===== src/rtl/csr_trap_ctrl_pkg.sv =====
// Shared constants for the machine-mode CSR/trap controller: CSR addresses,
// funct3 codes, request kinds, mcause values and FSM state encodings.
package csr_trap_ctrl_pkg;

  localparam logic [11:0] CSR_MEPC_ADDR  = 12'h341;
  localparam logic [11:0] CSR_MTVEC_ADDR = 12'h305;

  localparam logic [2:0] F3_CSRRW  = 3'b001;
  localparam logic [2:0] F3_CSRRS  = 3'b010;
  localparam logic [2:0] F3_CSRRC  = 3'b011;
  localparam logic [2:0] F3_CSRRWI = 3'b101;
  localparam logic [2:0] F3_CSRRSI = 3'b110;
  localparam logic [2:0] F3_CSRRCI = 3'b111;

  typedef enum logic [1:0] {
    KIND_CSR    = 2'd0,
    KIND_ECALL  = 2'd1,
    KIND_EBREAK = 2'd2,
    KIND_MRET   = 2'd3
  } req_kind_e;

  localparam logic [31:0] MCAUSE_ILLEGAL_INSTR = 32'd2;
  localparam logic [31:0] MCAUSE_BREAKPOINT    = 32'd3;
  localparam logic [31:0] MCAUSE_ECALL_M       = 32'd11;

  typedef enum logic [2:0] {
    ST_IDLE  = 3'd0,
    ST_READ  = 3'd1,
    ST_WRITE = 3'd2,
    ST_TRAP  = 3'd3,
    ST_RET   = 3'd4
  } state_e;

  // funct3 values 000 and 100 are not CSR ops and raise an illegal-instruction trap
  function automatic logic is_illegal_funct3(input logic [2:0] funct3);
    return funct3[1:0] == 2'b00;
  endfunction

endpackage


===== src/rtl/csr_trap_ctrl_rmw_alu.sv =====
// Read-modify-write datapath for CSR instructions: computes the new CSR value
// and whether the instruction is allowed to write the CSR at all.
module csr_rmw_alu
  import csr_trap_ctrl_pkg::*;
#(
  parameter int XLEN = 32
) (
  input  logic [2:0]      funct3,
  input  logic [XLEN-1:0] old_val,
  input  logic [XLEN-1:0] rs1_val,
  input  logic [4:0]      zimm,
  input  logic            rs1_is_x0,
  output logic [XLEN-1:0] new_val,
  output logic            we
);

  logic [XLEN-1:0] operand;
  logic            src_is_zero;

  // Set/clear with a zero source must leave the CSR untouched (no side effects)
  always_comb begin
    operand     = funct3[2] ? {{(XLEN-5){1'b0}}, zimm} : rs1_val;
    src_is_zero = funct3[2] ? (zimm == 5'd0) : rs1_is_x0;
    new_val     = old_val;
    we          = 1'b0;
    case (funct3)
      F3_CSRRW, F3_CSRRWI: begin
        new_val = operand;
        we      = 1'b1;
      end
      F3_CSRRS, F3_CSRRSI: begin
        new_val = old_val | operand;
        we      = ~src_is_zero;
      end
      F3_CSRRC, F3_CSRRCI: begin
        new_val = old_val & ~operand;
        we      = ~src_is_zero;
      end
      default: begin
        new_val = old_val;
        we      = 1'b0;
      end
    endcase
  end

endmodule


===== src/rtl/csr_trap_ctrl.sv =====
// Control side of the machine-mode CSR file: sequences CSR read-modify-write
// ops and issues trap entry / MRET redirects through mtvec and mepc.
module csr_trap_ctrl
  import csr_trap_ctrl_pkg::*;
#(
  parameter int XLEN = 32
) (
  input  logic            clock,
  input  logic            reset,
  input  logic            req_valid,
  output logic            req_ready,
  input  logic [1:0]      req_kind,
  input  logic [2:0]      req_funct3,
  input  logic [11:0]     req_csr,
  input  logic [XLEN-1:0] req_rs1_val,
  input  logic [4:0]      req_zimm,
  input  logic            req_rs1_is_x0,
  input  logic [XLEN-1:0] req_pc,
  output logic            resp_valid,
  output logic [XLEN-1:0] resp_rd_val,
  output logic            redirect_valid,
  output logic [XLEN-1:0] redirect_pc,
  output logic [11:0]     csr_r_addr,
  input  logic [XLEN-1:0] csr_r_val,
  output logic [11:0]     csr_w_addr,
  output logic [XLEN-1:0] csr_w_val,
  output logic            w_enable,
  output logic            exception_asserted,
  output logic [XLEN-1:0] exception_mepc,
  output logic [XLEN-1:0] exception_mcause,
  input  logic [XLEN-1:0] mtvec
);

  localparam logic [XLEN-1:0] ALIGN_MASK = ~{{(XLEN-2){1'b0}}, 2'b11};

  state_e          state_q, state_d;
  logic [2:0]      funct3_q, funct3_d;
  logic [11:0]     csr_q, csr_d;
  logic [XLEN-1:0] rs1_val_q, rs1_val_d;
  logic [4:0]      zimm_q, zimm_d;
  logic            rs1_is_x0_q, rs1_is_x0_d;
  logic [XLEN-1:0] pc_q, pc_d;
  logic [XLEN-1:0] cause_q, cause_d;
  logic [XLEN-1:0] old_q, old_d;

  logic [XLEN-1:0] alu_new_val;
  logic            alu_we;

  csr_rmw_alu #(.XLEN(XLEN)) u_rmw_alu (
    .funct3    (funct3_q),
    .old_val   (old_q),
    .rs1_val   (rs1_val_q),
    .zimm      (zimm_q),
    .rs1_is_x0 (rs1_is_x0_q),
    .new_val   (alu_new_val),
    .we        (alu_we)
  );

  always_comb begin
    state_d            = state_q;
    funct3_d           = funct3_q;
    csr_d              = csr_q;
    rs1_val_d          = rs1_val_q;
    zimm_d             = zimm_q;
    rs1_is_x0_d        = rs1_is_x0_q;
    pc_d               = pc_q;
    cause_d            = cause_q;
    old_d              = old_q;
    req_ready          = 1'b0;
    resp_valid         = 1'b0;
    resp_rd_val        = '0;
    redirect_valid     = 1'b0;
    redirect_pc        = '0;
    csr_r_addr         = '0;
    csr_w_addr         = '0;
    csr_w_val          = '0;
    w_enable           = 1'b0;
    exception_asserted = 1'b0;
    exception_mepc     = '0;
    exception_mcause   = '0;

    case (state_q)
      ST_IDLE: begin
        req_ready = 1'b1;
        if (req_valid) begin
          funct3_d    = req_funct3;
          csr_d       = req_csr;
          rs1_val_d   = req_rs1_val;
          zimm_d      = req_zimm;
          rs1_is_x0_d = req_rs1_is_x0;
          pc_d        = req_pc;
          case (req_kind_e'(req_kind))
            KIND_CSR: begin
              if (is_illegal_funct3(req_funct3)) begin
                cause_d = MCAUSE_ILLEGAL_INSTR;
                state_d = ST_TRAP;
              end else begin
                state_d = ST_READ;
              end
            end
            KIND_ECALL: begin
              cause_d = MCAUSE_ECALL_M;
              state_d = ST_TRAP;
            end
            KIND_EBREAK: begin
              cause_d = MCAUSE_BREAKPOINT;
              state_d = ST_TRAP;
            end
            default: state_d = ST_RET;
          endcase
        end
      end
      ST_READ: begin
        csr_r_addr = csr_q;
        old_d      = csr_r_val;
        state_d    = ST_WRITE;
      end
      ST_WRITE: begin
        w_enable    = alu_we;
        csr_w_addr  = csr_q;
        csr_w_val   = alu_new_val;
        resp_valid  = 1'b1;
        resp_rd_val = old_q;
        state_d     = ST_IDLE;
      end
      ST_TRAP: begin
        exception_asserted = 1'b1;
        exception_mepc     = pc_q;
        exception_mcause   = cause_q;
        redirect_valid     = 1'b1;
        redirect_pc        = mtvec & ALIGN_MASK;
        state_d            = ST_IDLE;
      end
      ST_RET: begin
        csr_r_addr     = CSR_MEPC_ADDR;
        redirect_valid = 1'b1;
        redirect_pc    = csr_r_val & ALIGN_MASK;
        state_d        = ST_IDLE;
      end
      default: state_d = ST_IDLE;
    endcase

    // Reset silences every output in the same cycle so no write or trap leaks out
    if (reset) begin
      state_d            = ST_IDLE;
      req_ready          = 1'b0;
      resp_valid         = 1'b0;
      resp_rd_val        = '0;
      redirect_valid     = 1'b0;
      redirect_pc        = '0;
      csr_r_addr         = '0;
      csr_w_addr         = '0;
      csr_w_val          = '0;
      w_enable           = 1'b0;
      exception_asserted = 1'b0;
      exception_mepc     = '0;
      exception_mcause   = '0;
    end
  end

  always_ff @(posedge clock) begin
    if (reset) begin
      state_q     <= ST_IDLE;
      funct3_q    <= '0;
      csr_q       <= '0;
      rs1_val_q   <= '0;
      zimm_q      <= '0;
      rs1_is_x0_q <= 1'b0;
      pc_q        <= '0;
      cause_q     <= '0;
      old_q       <= '0;
    end else begin
      state_q     <= state_d;
      funct3_q    <= funct3_d;
      csr_q       <= csr_d;
      rs1_val_q   <= rs1_val_d;
      zimm_q      <= zimm_d;
      rs1_is_x0_q <= rs1_is_x0_d;
      pc_q        <= pc_d;
      cause_q     <= cause_d;
      old_q       <= old_d;
    end
  end

endmodule


===== config.mk =====
export PLATFORM = sky130hd
export DESIGN_NAME = csr_trap_ctrl
export DESIGN_NICKNAME = d
export VERILOG_FILES = /design/src/rtl/csr_trap_ctrl_pkg.sv /design/src/rtl/csr_trap_ctrl_rmw_alu.sv /design/src/rtl/csr_trap_ctrl.sv
export SDC_FILE = /design/constraint.sdc
export NUM_CORES = 1
export LEC_CHECK = 0
export CAP_MARGIN = 20
export CORE_AREA = 2 2 134 136
export CTS_CLUSTER_SIZE = 14
export DETAILED_ROUTE_END_ITERATION = 7
export DIE_AREA = 0 0 136 138
export GPL_TIMING_DRIVEN = 0
export PLACE_DENSITY = 0.77
export SLEW_MARGIN = 10
export SYNTH_ARGS = -nofsm -noshare
export SYNTH_HDL_FRONTEND = slang
export SYNTH_SLANG_ARGS = --single-unit

===== constraint.sdc =====
create_clock -name clock -period 2.03 [get_ports clock]
set_input_delay 0.203 -clock clock [delete_from_list [all_inputs] [get_ports clock]]
set_output_delay 0.203 -clock clock [all_outputs]
set_load 0.01 [all_outputs]

==> flow_summary.rst <==
.. list-table::
   :header-rows: 1

   * - Metric
     - Value
   * - Outcome
     - complete, but fails checks
   * - Violations in the final reports
     - setup timing
   * - Time the worst path needs with I/O delays and setup
     - 2130 ps
   * - Final hold slack
     - 169 ps
   * - Largest delay share family, worst path
     - simple AND/OR/NAND/NOR gates
   * - Top post-synthesis cells by area
     - sky130_fd_sc_hd__dfxtp_1 (39%), sky130_fd_sc_hd__nand2_1 (14%), sky130_fd_sc_hd__a21oi_1 (9.3%), sky130_fd_sc_hd__and2_1 (7.9%), sky130_fd_sc_hd__a22o_1 (4.1%)
   * - DRC errors left
     - 0
   * - Number of warning messages in the yosys log
     - 0
   * - Portion of synthesized cell area occupied by the leading cell type
     - 0.385
   * - R2R Path End
     - csr_q[1]$_SDFFE_PP0P_
   * - Total standard cell area after synthesis
     - 6390 um2
   * - Clock latency of the later-clocked register in the worst-skew pair
     - 420 ps
   * - Transition at the pin with the smallest max-transition slack
     - 581 ps
   * - Worst vdd rail ir drop
     - 0.000494 V
   * - Port buffer count
     - 308
   * - Area of the die
     - 18800 um2
   * - Global placement routability congestion
     - 0.871
   * - RR Startpoint
     - state_q[0]$_SDFFE_PP0P_
   * - Data arrival at the endpoint of the critical path
     - 1920 ps
   * - Final cycle utilization of the critical path
     - 1.05
   * - Num Clock Sinks
     - 123
   * - Slowest stage delay, CP
     - 440 ps
   * - Met2 wire len
     - 13600 um
   * - Met3 wire len
     - 2340 um
   * - Startpoint type of the worst setup path
     - register
   * - Count of placed standard cells including taps
     - ~1400
   * - First-pass GRT wire length
     - 38600 um
   * - Minimum setup slack in the final design
     - -97.1 ps
   * - Power per unit of standard cell area
     - 654 nW/um2
   * - Deepest level of the CTS H-tree
     - 4
   * - Number of nets at the end of the flow
     - 1445
   * - Number of distinct library cells after synthesis
     - 34
   * - Rows
     - 49
   * - Most frequent cells in the layout
     - sky130_fd_sc_hd__nand2_1 (236), sky130_fd_sc_hd__clkdlybuf4s50_1 (150), sky130_fd_sc_hd__a21oi_1 (118), sky130_fd_sc_hd__dfxtp_1 (118), sky130_fd_sc_hd__buf_2 (79)
   * - Number of hold-slack violations in the final timing report
     - 0
   * - Worst-path clk slew
     - 50 ps
   * - Worst R2R Setup Slack
     - 240 ps
   * - Dominant cell type by area after synthesis
     - sky130_fd_sc_hd__dfxtp_1
   * - Achievable frequency
     - 470 MHz
   * - Number of instances on the worst hold path
     - 2
   * - Required arrival time at the worst endpoint
     - 1830 ps
   * - Core utilization of the finished layout
     - 0.651
   * - RSZ-0062 raised after global routing
     - true
   * - Cell Count, Final, Fillers Out
     - 1530
   * - Maximum number of pins on one net before global-route repair
     - 17
   * - WS Path Type
     - register to output pin
   * - Core region area
     - approximately 18000 um2
   * - FF-to-FF path depth
     - 6
   * - Most common cell type on the critical path
     - sky130_fd_sc_hd__buf_6
   * - Commonest non-fill, non-tap cell in the layout
     - sky130_fd_sc_hd__nand2_1
   * - CTS tree
     - built
   * - Total Routed Length
     - 26600 um
   * - Leakage dissipation
     - 4.94 nW
   * - Crit. path cell count
     - 8
   * - Total global routing overflow
     - 0
   * - Detailed-route wire length on metal 1
     - 9970 um
   * - Clock tree root driver cell
     - sky130_fd_sc_hd__clkbuf_16
   * - CTS buffer count
     - 17
   * - Slew Viols, Final
     - 0
   * - Setup violations, final
     - 63
   * - Worst setup startpoint
     - state_q[1]$_SDFFE_PP0P_
   * - Sequence of cells on the critical path
     - nand2b_4, or3_4, clkinv_4, buf_6, buf_6, buf_6, and2_4, buf_6
   * - Via total after detailed routing
     - 7458
   * - Largest fanout on the critical path
     - 6
   * - Number of global-route vias before repair
     - 7175
   * - Capturing element of the worst setup path
     - resp_rd_val[30]
   * - Average footprint of a synthesized cell
     - approximately 7.3 um2
   * - Antenna diode instance count
     - 0
   * - Sort of element at the end of the critical path
     - output pin
   * - Class of the tightest hold or removal check
     - primary input to register
   * - Initial drt markers
     - 371
   * - Half-perimeter wire length after detailed placement
     - 18800 um
   * - Critical Path Slowest Stage Cell
     - sky130_fd_sc_hd__or3_4
   * - Overall Power
     - 0.00746 W
   * - Top metal layer carrying routed signals
     - met4
   * - Flip-flop and latch count after synthesis
     - between 100 and 150
   * - Die W
     - 136 um
   * - Overall Global Routing Usage
     - 0.266
   * - Max-cap violations
     - 0
   * - Worst slew margin relative to its limit
     - 0.613
   * - Fraction of final layout cells with drive strength greater than 1
     - 0.304
   * - Antenna violation net count after detailed routing
     - 0
   * - Crit path buffers/inverters
     - 5
   * - Overall die height
     - between 100 and 150 um
   * - Number of antenna violations at the first check in global routing
     - 0
   * - Synthesis-to-layout area growth
     - 78.6%
   * - Gate count after technology mapping
     - 874
   * - Maximum root-to-sink buffer count
     - 2
   * - Number of iterations in the first detailed-routing pass
     - 5
   * - # IOs
     - between 300 and 400
   * - Drt via density
     - a little under 5
   * - Starting utilization of the core area
     - 0.365
   * - Worst slack at placement
     - -491 ps
   * - Largest clock skew in the final design
     - 4.68 ps
   * - Register area share after synthesis
     - 0.385
   * - Routed wire length per instance
     - 17.4 um
## worst reg2reg max path, stage by stage, from the launching register on
cell                       delay (ps)
sky130_fd_sc_hd__dfxtp_4          370
sky130_fd_sc_hd__buf_4            150
sky130_fd_sc_hd__nor4b_4          370
sky130_fd_sc_hd__clkbuf_4         330
sky130_fd_sc_hd__buf_2            270
sky130_fd_sc_hd__nand2_1          100
sky130_fd_sc_hd__a21oi_1          130
## kinds of logic after synthesis
group	after synthesis	synth area share
mux	7	0.0110
other cells	1	0.000587
flops	123	0.385
xor+xnor	1	0.00137
fa+ha+maj	3	0.00587
simple gates	407	0.296
buf+inv	113	0.0969
compound gates	219	0.204
## flip-flops by register name, indices dropped and copies added (netlist names)
| signal | cells |
|---|---|
| rs1_is_x0_q | 1 |
| funct3_q | 3 |
| rs1_val_q | 32 |
| old_q | 32 |
| pc_q | 32 |
| state_q | 3 |
| csr_q | 12 |
| cause_q | 3 |
| zimm_q | 5 |
## layer usage
layer	track usage	vias up
met5	0	-
met4	0.0916	0
met3	0.0851	49
met2	0.467	297
met1	0.302	3455
li1	-	3657
## stage by stage
stage / TNS [ps] / area (um2)
after floorplan: 0 / 6500
after global placement: -48360 / 9870
after detailed placement: -49990 / 9870
after CTS: -6160 / 11100
after global routing: -7550 / 11400
final: -2060 / 11400
## power by group
| group | internal [W] | switching (W) |
|---|---|---|
| registers | 0.00257 | 0.000116 |
| clock network | 0.00222 | 0.00111 |
| logic | 0.000721 | 0.000723 |
| total | 0.00551 | 0.00195 |
## repair_timing
item	4_1_cts	5_1_grt
gates resized for setup	592	245
endpoints found under the hold margin	0	0
setup buffers	43	13
pin swaps	28	40
hold buffers	0	0
setup endpoints to repair	157	167
gates cloned	4	4
## cell usage after synthesis
| cell type | number |
|---|---|
| sky130_fd_sc_hd__buf_1 | 1 |
| sky130_fd_sc_hd__nand2b_1 | 2 |
| sky130_fd_sc_hd__ha_1 | 3 |
| sky130_fd_sc_hd__inv_1 | 10 |
| sky130_fd_sc_hd__nor2_1 | 42 |
| sky130_fd_sc_hd__a31oi_1 | 5 |
| sky130_fd_sc_hd__o22ai_1 | 5 |
| sky130_fd_sc_hd__nor4b_4 | 2 |
| sky130_fd_sc_hd__buf_2 | 26 |
| sky130_fd_sc_hd__a21o_1 | 5 |
| sky130_fd_sc_hd__nor2b_1 | 28 |
| sky130_fd_sc_hd__or2_2 | 3 |
| sky130_fd_sc_hd__mux2i_1 | 7 |
| sky130_fd_sc_hd__nor3_1 | 2 |
| sky130_fd_sc_hd__buf_6 | 4 |
| sky130_fd_sc_hd__nor2_2 | 1 |
| sky130_fd_sc_hd__and2_1 | 81 |
| sky130_fd_sc_hd__nand3_1 | 1 |
| sky130_fd_sc_hd__xnor2_1 | 1 |
| sky130_fd_sc_hd__a22oi_1 | 27 |
| sky130_fd_sc_hd__nand2_1 | 236 |
| sky130_fd_sc_hd__buf_4 | 34 |
| sky130_fd_sc_hd__nor4_1 | 3 |
| sky130_fd_sc_hd__dfxtp_1 | 123 |
| sky130_fd_sc_hd__or3_1 | 1 |
| sky130_fd_sc_hd__clkbuf_1 | 34 |
| sky130_fd_sc_hd__clkbuf_2 | 4 |
| sky130_fd_sc_hd__conb_1 | 1 |
| sky130_fd_sc_hd__a22o_1 | 30 |
| sky130_fd_sc_hd__a21oi_1 | 119 |
| sky130_fd_sc_hd__nand2b_2 | 1 |
| sky130_fd_sc_hd__nor3b_1 | 2 |
| sky130_fd_sc_hd__o21ai_0 | 28 |
| sky130_fd_sc_hd__nand3b_1 | 2 |
## how the worst min path moves through the flow
stage	slack [ps]	start	endpoint
global placement	440	pc_q[21]$_SDFFE_PP0P_	pc_q[21]$_SDFFE_PP0P_
CTS	160	reset	state_q[0]$_SDFFE_PP0P_
finish	170	reset	state_q[0]$_SDFFE_PP0P_
floorplan	330	req_valid	state_q[0]$_SDFFE_PP0P_
detailed placement	440	pc_q[19]$_SDFFE_PP0P_	pc_q[19]$_SDFFE_PP0P_
global route	210	reset	state_q[0]$_SDFFE_PP0P_
## area by class of cell
cell class / count / area [um2]
Clock inverter: 10 / 161
Buffer: 97 / 753
Inverter: 10 / 46.3
Fill cell: 1517 / 6120
Clock buffer: 22 / 494
Timing Repair Buffer: 371 / 3350
Multi-Input combinational cell: 668 / 3850
Sequential cell: 123 / 2480
Tap cell: 229 / 287
Note: power is estimated with default switching activity, not from simulation.
